==> src/rtl/riscv_core_plic_lite.sv <==
`default_nettype none
// ============================================================================
// Module      : riscv_core_plic_lite
// Description : Minimal platform interrupt controller for the core's
//               machine-external-interrupt handshake. NSRC asynchronous level
//               sources are synchronized and converted to edge-triggered
//               pending bits. The pending bits are masked by an enable
//               register, and the lowest-index active source wins. The
//               controller raises mexternal, claims the winner on the core's
//               1-cycle ack, and re-arms when software writes COMPLETE.
// Ports       :
//   i_riscv_core_clk        core clock (only clock)
//   i_riscv_core_rst        asynchronous active-high reset
//   i_riscv_core_irq_src    NSRC asynchronous level interrupt sources
//   o_riscv_core_mexternal  external interrupt request (mip.MEIP)
//   i_riscv_core_ack        1-cycle acknowledge pulse from the CSR unit
//   i_riscv_core_plic_addr  register word address
//                           (0 PENDING, 1 ENABLE, 2 CLAIM/COMPLETE, 3 STATUS)
//   i_riscv_core_plic_wen   register write enable
//   i_riscv_core_plic_wdata register write data
//   o_riscv_core_plic_rdata registered read data (1-cycle latency)
// Revision    : 1.0 - initial release
// ============================================================================
module riscv_core_plic_lite #(
    parameter int NSRC        = 8,
    parameter int SYNC_STAGES = 2
) (
    input  logic            i_riscv_core_clk,
    input  logic            i_riscv_core_rst,
    input  logic [NSRC-1:0] i_riscv_core_irq_src,
    output logic            o_riscv_core_mexternal,
    input  logic            i_riscv_core_ack,
    input  logic [1:0]      i_riscv_core_plic_addr,
    input  logic            i_riscv_core_plic_wen,
    input  logic [31:0]     i_riscv_core_plic_wdata,
    output logic [31:0]     o_riscv_core_plic_rdata
);

    localparam int ID_W = $clog2(NSRC + 1);

    localparam logic [1:0] c_ADDR_PENDING = 2'd0;
    localparam logic [1:0] c_ADDR_ENABLE  = 2'd1;
    localparam logic [1:0] c_ADDR_CLAIM   = 2'd2;
    localparam logic [1:0] c_ADDR_STATUS  = 2'd3;

    typedef enum logic [1:0] {
        ST_IDLE    = 2'd0,
        ST_REQ     = 2'd1,
        ST_SERVICE = 2'd2
    } state_t;

    // ------------------------------------------------------------------------
    // Registers
    // ------------------------------------------------------------------------
    logic [NSRC-1:0] r_sync [SYNC_STAGES];
    logic [NSRC-1:0] r_prev;
    logic [NSRC-1:0] r_pending;
    logic [NSRC-1:0] r_enable;
    logic [ID_W-1:0] r_claim_id;
    state_t          r_state;
    logic            r_mext;
    logic [31:0]     r_rdata;

    // ------------------------------------------------------------------------
    // Combinational
    // ------------------------------------------------------------------------
    logic [NSRC-1:0] w_synced;
    logic [NSRC-1:0] w_edge;
    logic [NSRC-1:0] w_active;
    logic [NSRC-1:0] w_win_oh;
    logic [ID_W-1:0] w_win_idx;
    logic            w_win_any;
    logic            w_found;
    logic            w_claim;
    logic            w_complete;
    logic            w_enable_wr;
    logic            w_unused_wdata;

    assign w_synced = r_sync[SYNC_STAGES-1];
    assign w_edge   = w_synced & ~r_prev;
    assign w_active = r_pending & r_enable;
    assign w_win_any = |w_active;

    // Only the low NSRC bits of write data carry meaning.
    assign w_unused_wdata = ^i_riscv_core_plic_wdata[31:NSRC];

    assign w_enable_wr = i_riscv_core_plic_wen && (i_riscv_core_plic_addr == c_ADDR_ENABLE);
    assign w_complete  = i_riscv_core_plic_wen && (i_riscv_core_plic_addr == c_ADDR_CLAIM);
    // The claim uses the enable value held before any same-cycle ENABLE write.
    assign w_claim     = (r_state == ST_REQ) && i_riscv_core_ack && w_win_any;

    // Fixed priority: lowest active index wins.
    always_comb begin
        w_win_oh  = '0;
        w_win_idx = '0;
        w_found   = 1'b0;
        for (int i = 0; i < NSRC; i++) begin
            if (w_active[i] && !w_found) begin
                w_found     = 1'b1;
                w_win_idx   = ID_W'(i);
                w_win_oh[i] = 1'b1;
            end
        end
    end

    // ------------------------------------------------------------------------
    // Gateway: synchronizer, edge detect, pending bits
    // ------------------------------------------------------------------------
    always_ff @(posedge i_riscv_core_clk or posedge i_riscv_core_rst) begin
        if (i_riscv_core_rst) begin
            for (int s = 0; s < SYNC_STAGES; s++) begin
                r_sync[s] <= '0;
            end
            r_prev    <= '0;
            r_pending <= '0;
        end else begin
            r_sync[0] <= i_riscv_core_irq_src;
            for (int s = 1; s < SYNC_STAGES; s++) begin
                r_sync[s] <= r_sync[s-1];
            end
            r_prev <= w_synced;
            // A fresh edge on the winner in its claim cycle keeps the bit set.
            r_pending <= (r_pending & ~(w_claim ? w_win_oh : '0)) | w_edge;
        end
    end

    // ------------------------------------------------------------------------
    // Enable register
    // ------------------------------------------------------------------------
    always_ff @(posedge i_riscv_core_clk or posedge i_riscv_core_rst) begin
        if (i_riscv_core_rst) begin
            r_enable <= '0;
        end else if (w_enable_wr) begin
            r_enable <= i_riscv_core_plic_wdata[NSRC-1:0];
        end
    end

    // ------------------------------------------------------------------------
    // Handshake FSM. mexternal comes straight from its own flop so the
    // request line cannot glitch while the state bits change.
    // ------------------------------------------------------------------------
    always_ff @(posedge i_riscv_core_clk or posedge i_riscv_core_rst) begin
        if (i_riscv_core_rst) begin
            r_state    <= ST_IDLE;
            r_mext     <= 1'b0;
            r_claim_id <= '0;
        end else begin
            case (r_state)
                ST_IDLE: begin
                    if (w_win_any) begin
                        r_state <= ST_REQ;
                        r_mext  <= 1'b1;
                    end
                end
                ST_REQ: begin
                    if (w_claim) begin
                        r_claim_id <= w_win_idx + ID_W'(1);
                        r_state    <= ST_SERVICE;
                        r_mext     <= 1'b0;
                    end else if (!w_win_any) begin
                        // Request withdrawn because its enable was cleared.
                        r_state <= ST_IDLE;
                        r_mext  <= 1'b0;
                    end
                end
                ST_SERVICE: begin
                    if (w_complete) begin
                        r_claim_id <= '0;
                        r_state    <= ST_IDLE;
                    end
                end
                default: begin
                    r_state <= ST_IDLE;
                    r_mext  <= 1'b0;
                end
            endcase
        end
    end

    // ------------------------------------------------------------------------
    // Read port: registered, no side effects
    // ------------------------------------------------------------------------
    always_ff @(posedge i_riscv_core_clk or posedge i_riscv_core_rst) begin
        if (i_riscv_core_rst) begin
            r_rdata <= '0;
        end else begin
            case (i_riscv_core_plic_addr)
                c_ADDR_PENDING: r_rdata <= {{(32-NSRC){1'b0}}, r_pending};
                c_ADDR_ENABLE:  r_rdata <= {{(32-NSRC){1'b0}}, r_enable};
                c_ADDR_CLAIM:   r_rdata <= {{(32-ID_W){1'b0}}, r_claim_id};
                c_ADDR_STATUS:  r_rdata <= {30'd0, r_state};
                default:        r_rdata <= '0;
            endcase
        end
    end

    assign o_riscv_core_mexternal  = r_mext;
    assign o_riscv_core_plic_rdata = r_rdata;

endmodule
`default_nettype wire

==> config.mk <==
export PLATFORM = sky130hd
export DESIGN_NAME = riscv_core_plic_lite
export DESIGN_NICKNAME = d
export VERILOG_FILES = /design/src/rtl/riscv_core_plic_lite.sv
export SDC_FILE = /design/constraint.sdc
export NUM_CORES = 1
export LEC_CHECK = 0
export BUFFER_PORTS_ARGS = -buffer_cell sky130_fd_sc_hd__buf_2
export CORE_ASPECT_RATIO = 1.1
export CORE_UTILIZATION = 44
export DETAILED_ROUTE_END_ITERATION = 16
export PLACE_DENSITY = 0.79
export SLEW_MARGIN = 10
export SYNTH_ARGS = -nofsm -noshare
export SYNTH_HDL_FRONTEND = slang
export SYNTH_SLANG_ARGS = --single-unit
==> constraint.sdc <==
create_clock -name i_riscv_core_clk -period 2.1 [get_ports i_riscv_core_clk]
set_input_delay 0.42 -clock i_riscv_core_clk [delete_from_list [all_inputs] [get_ports i_riscv_core_clk]]
set_output_delay 0.42 -clock i_riscv_core_clk [all_outputs]
set_load 0.05 [all_outputs]
==> impl_metrics.tcl <==
set metrics [dict create \
    outcome "finished with violations" \
    violations "design-rule violations" \
    design.die.area_um2 5561 \
    cts_tree "built" \
    maxSlewViolCount 0 \
    fp-row-count 27 \
    holdBufCountCts 0 \
    synth_area_leader_cell "dfrtp_1" \
    die_w_um 71.19 \
    cp-start-kind "flip-flop" \
    ios 79 \
    critical_path_class "reg -> reg" \
    nFillCells 434 \
    synth_cell_types 37 \
    multi_input_area_um2 780.7 \
    ys_warn_count 0 \
    worst_setup_hold_path_clk_slew_ns 0.10 \
    required_ns 2.34 \
    endpoint "r_claim_id[2]$_DFFE_PP0P_" \
    p_comb_share_pct 28.7 \
    p_clk_share_pct 22.3 \
    diodes 0 \
    synth_edf_count 0 \
    worstReg2RegEnd "r_claim_id[2]$_DFFE_PP0P_" \
    synth_seq_area_share_pct 59.40 \
    synth_commonest_cells "55 x dfrtp_1, 25 x buf_4, 14 x nand2_1" \
    setup_slack_ns 0.2307 \
    p_int_mw 1.817 \
    power.density_nw_per_um2 1100 \
    grt_max_degree 56 \
    tns_ns 0 \
    die_height_um 78.11 \
    cts-htree-levels 2 \
    place_ws_ns 0.2430 \
    arrival_ns 2.11 \
    fin_skew_ns 0.01416 \
    worst_r2r_startpoint "r_enable[0]$_DFFE_PP0P_" \
    num_vias 1419 \
    clock-root-buffer "clkbuf_8" \
    post-route-period-util_pct 89.01 \
    cts_resized 0 \
    cts_made_buffers 5 \
    register_area_um2 1376 \
    crit_fanout 6 \
    nets 269 \
    synth_most_common_cell "dfrtp_1" \
    grt_pass1_wl_um 6092 \
    rr_worst_depth 6 \
    hpwl_um 2584 \
    total_power_mw 2.833 \
    timing.fmax_ghz 0.5350 \
    clkSinkCount 55 \
    netlist_instances 185 \
    via_per_inst 5.050 \
    core_um2 5034 \
    worstHoldPathType "in -> async" \
    switching_share_pct 35.87 \
    initial_utilization_pct 46.04 \
    cts_max_path_buffers 2 \
    setup_viol 0 \
    switching_power_mw 1.016 \
    syn_to_final_growth_pct 11.12 \
    place_congestion 0.8848 \
    p_leak_nw 1.236 \
    endpoint_kind "flip-flop" \
    syn_avg_cell_area_um2 12.53 \
    period_needed_ns 1.869 \
    drive_gt1_share_pct 26.01 \
    drv_cap 0 \
    wl_per_cell_um 12.89 \
    hold_violations 0 \
    r2r_slack_ns 0.23 \
    first_pass_iters 10 \
    synth_seq_cells 55 \
    grt.overflow.total 0 \
    grt_pass1_vias 1337 \
    wirelength_um 3623 \
    seq_power_share_pct 49.0 \
    grtUsageTotal_pct 14.15 \
    io_buffers 30 \
    critPathLaunch "r_enable[0]$_DFFE_PP0P_" \
    netlist_top_cells_area "dfrtp_1 59%, buf_4 8.1%, mux2i_1 3.9%" \
    synth_ff_type "dfrtp_1" \
    antenna_left 0 \
    clk_latency_ns 0.31 \
    synth-async-reset-ratio_pct 100.0 \
    synth_area_um2 2317 \
    cts_setup_buffers 0 \
    drtIter0Drc 69 \
    rsz0062_at_grt "no" \
    ir_worst_vdd_v 0.0004094 \
    antenna_found_initial 0 \
    synth_top_area_share_pct 59.40 \
    drc 1 \
]
## routing by layer
metal  up-vias  share of wire (%)  track usage, %
li1        678                  -               -
met1       686                 45           17.18
met2        47                 48           23.62
met3         8                4.9           3.851
met4         0                1.9           6.000
met5         -                  0               0
## final cells by class
class                      count  area share, %
sequential                    55          53.45
tap                           58          2.818
multi-input combinational    113          30.32
inverter                      13          1.895
clock buffer                   7          3.741
timing repair buffer          34          7.483
clock inverter                 1         0.2915
## critical path, cell delays in order (launching register included)
cell,delay (ns)
dfrtp_1,0.48
a22o_2,0.33
o41ai_1,0.38
a21oi_1,0.11
ha_1,0.21
xor2_1,0.16
mux2i_1,0.13
## sequential cells by signal, summed over array words and instances, names as in the netlist
signal	count
o_riscv_core_plic_rdata	8
r_state	2
r_enable	8
o_riscv_core_mexternal	1
r_sync	8
r_prev	8
r_pending	8
r_claim_id	4
w_synced	8
## power groups by stage
stage	combinational (mW)	clock [mW]	sequential, mW
after CTS	0.816	0.649	1.39
after global routing	0.882	0.696	1.41
after floorplan	0.535	0	1.52
final	0.814	0.632	1.39
after global placement	0.795	0	1.40
after detailed placement	0.814	0	1.41
## layout by cell type (no fill, tap or decap), types with 3 or more instances in the layout
cell type,n
a21oi_1,3
a22o_1,4
buf_2,30
buf_4,3
clkbuf_8,7
conb_1,24
dfrtp_1,55
inv_1,12
mux2_2,8
mux2i_1,9
nand2_1,14
nand3_1,4
nor2_1,6
o21ai_0,10
o31ai_1,6
o41ai_1,3
## kinds of logic (layout without fill, tap and decap cells)
group,count (synthesis),count (layout),synth area share [%]
compound gates,35,35,11.50
xor+xnor,1,1,0.3780
fa+ha+maj,1,1,0.5399
buf+inv,40,55,10.64
flops,55,55,59.40
mux,19,19,9.882
other cells,1,24,0.1618
simple gates,33,33,7.506
## how the worst min path moves through the flow
stage / end / slack, ns / startpoint / cells after the start
final: r_enable[1]$_DFFE_PP0P_ / 0.13 / i_riscv_core_rst / 3
after detailed placement: w_synced[0]$_DFF_PP0_ / 0.34 / r_sync[8]$_DFF_PP0_ / 0
after global routing: r_enable[0]$_DFFE_PP0P_ / 0.15 / i_riscv_core_rst / 3
after global placement: w_synced[4]$_DFF_PP0_ / 0.33 / r_sync[12]$_DFF_PP0_ / 0
after floorplan: w_synced[0]$_DFF_PP0_ / 0.33 / r_sync[8]$_DFF_PP0_ / 0
after CTS: r_pending[0]$_DFF_PP0_ / 0.15 / i_riscv_core_rst / 3
## metrics by stage
step,util (%),area (µm²),hold WS [ns],std cells
2_1_floorplan,-,2404,0.3312,208
3_3_place_gp,49.09,2471,0.3315,273
3_5_place_dp,49.09,2471,0.3356,273
4_1_cts,51.16,2575,0.1513,281
5_1_grt,51.16,2575,0.1523,281
6_report,51.16,2575,0.1338,281
No activity file was read; power rests on OpenSTA's default activity.
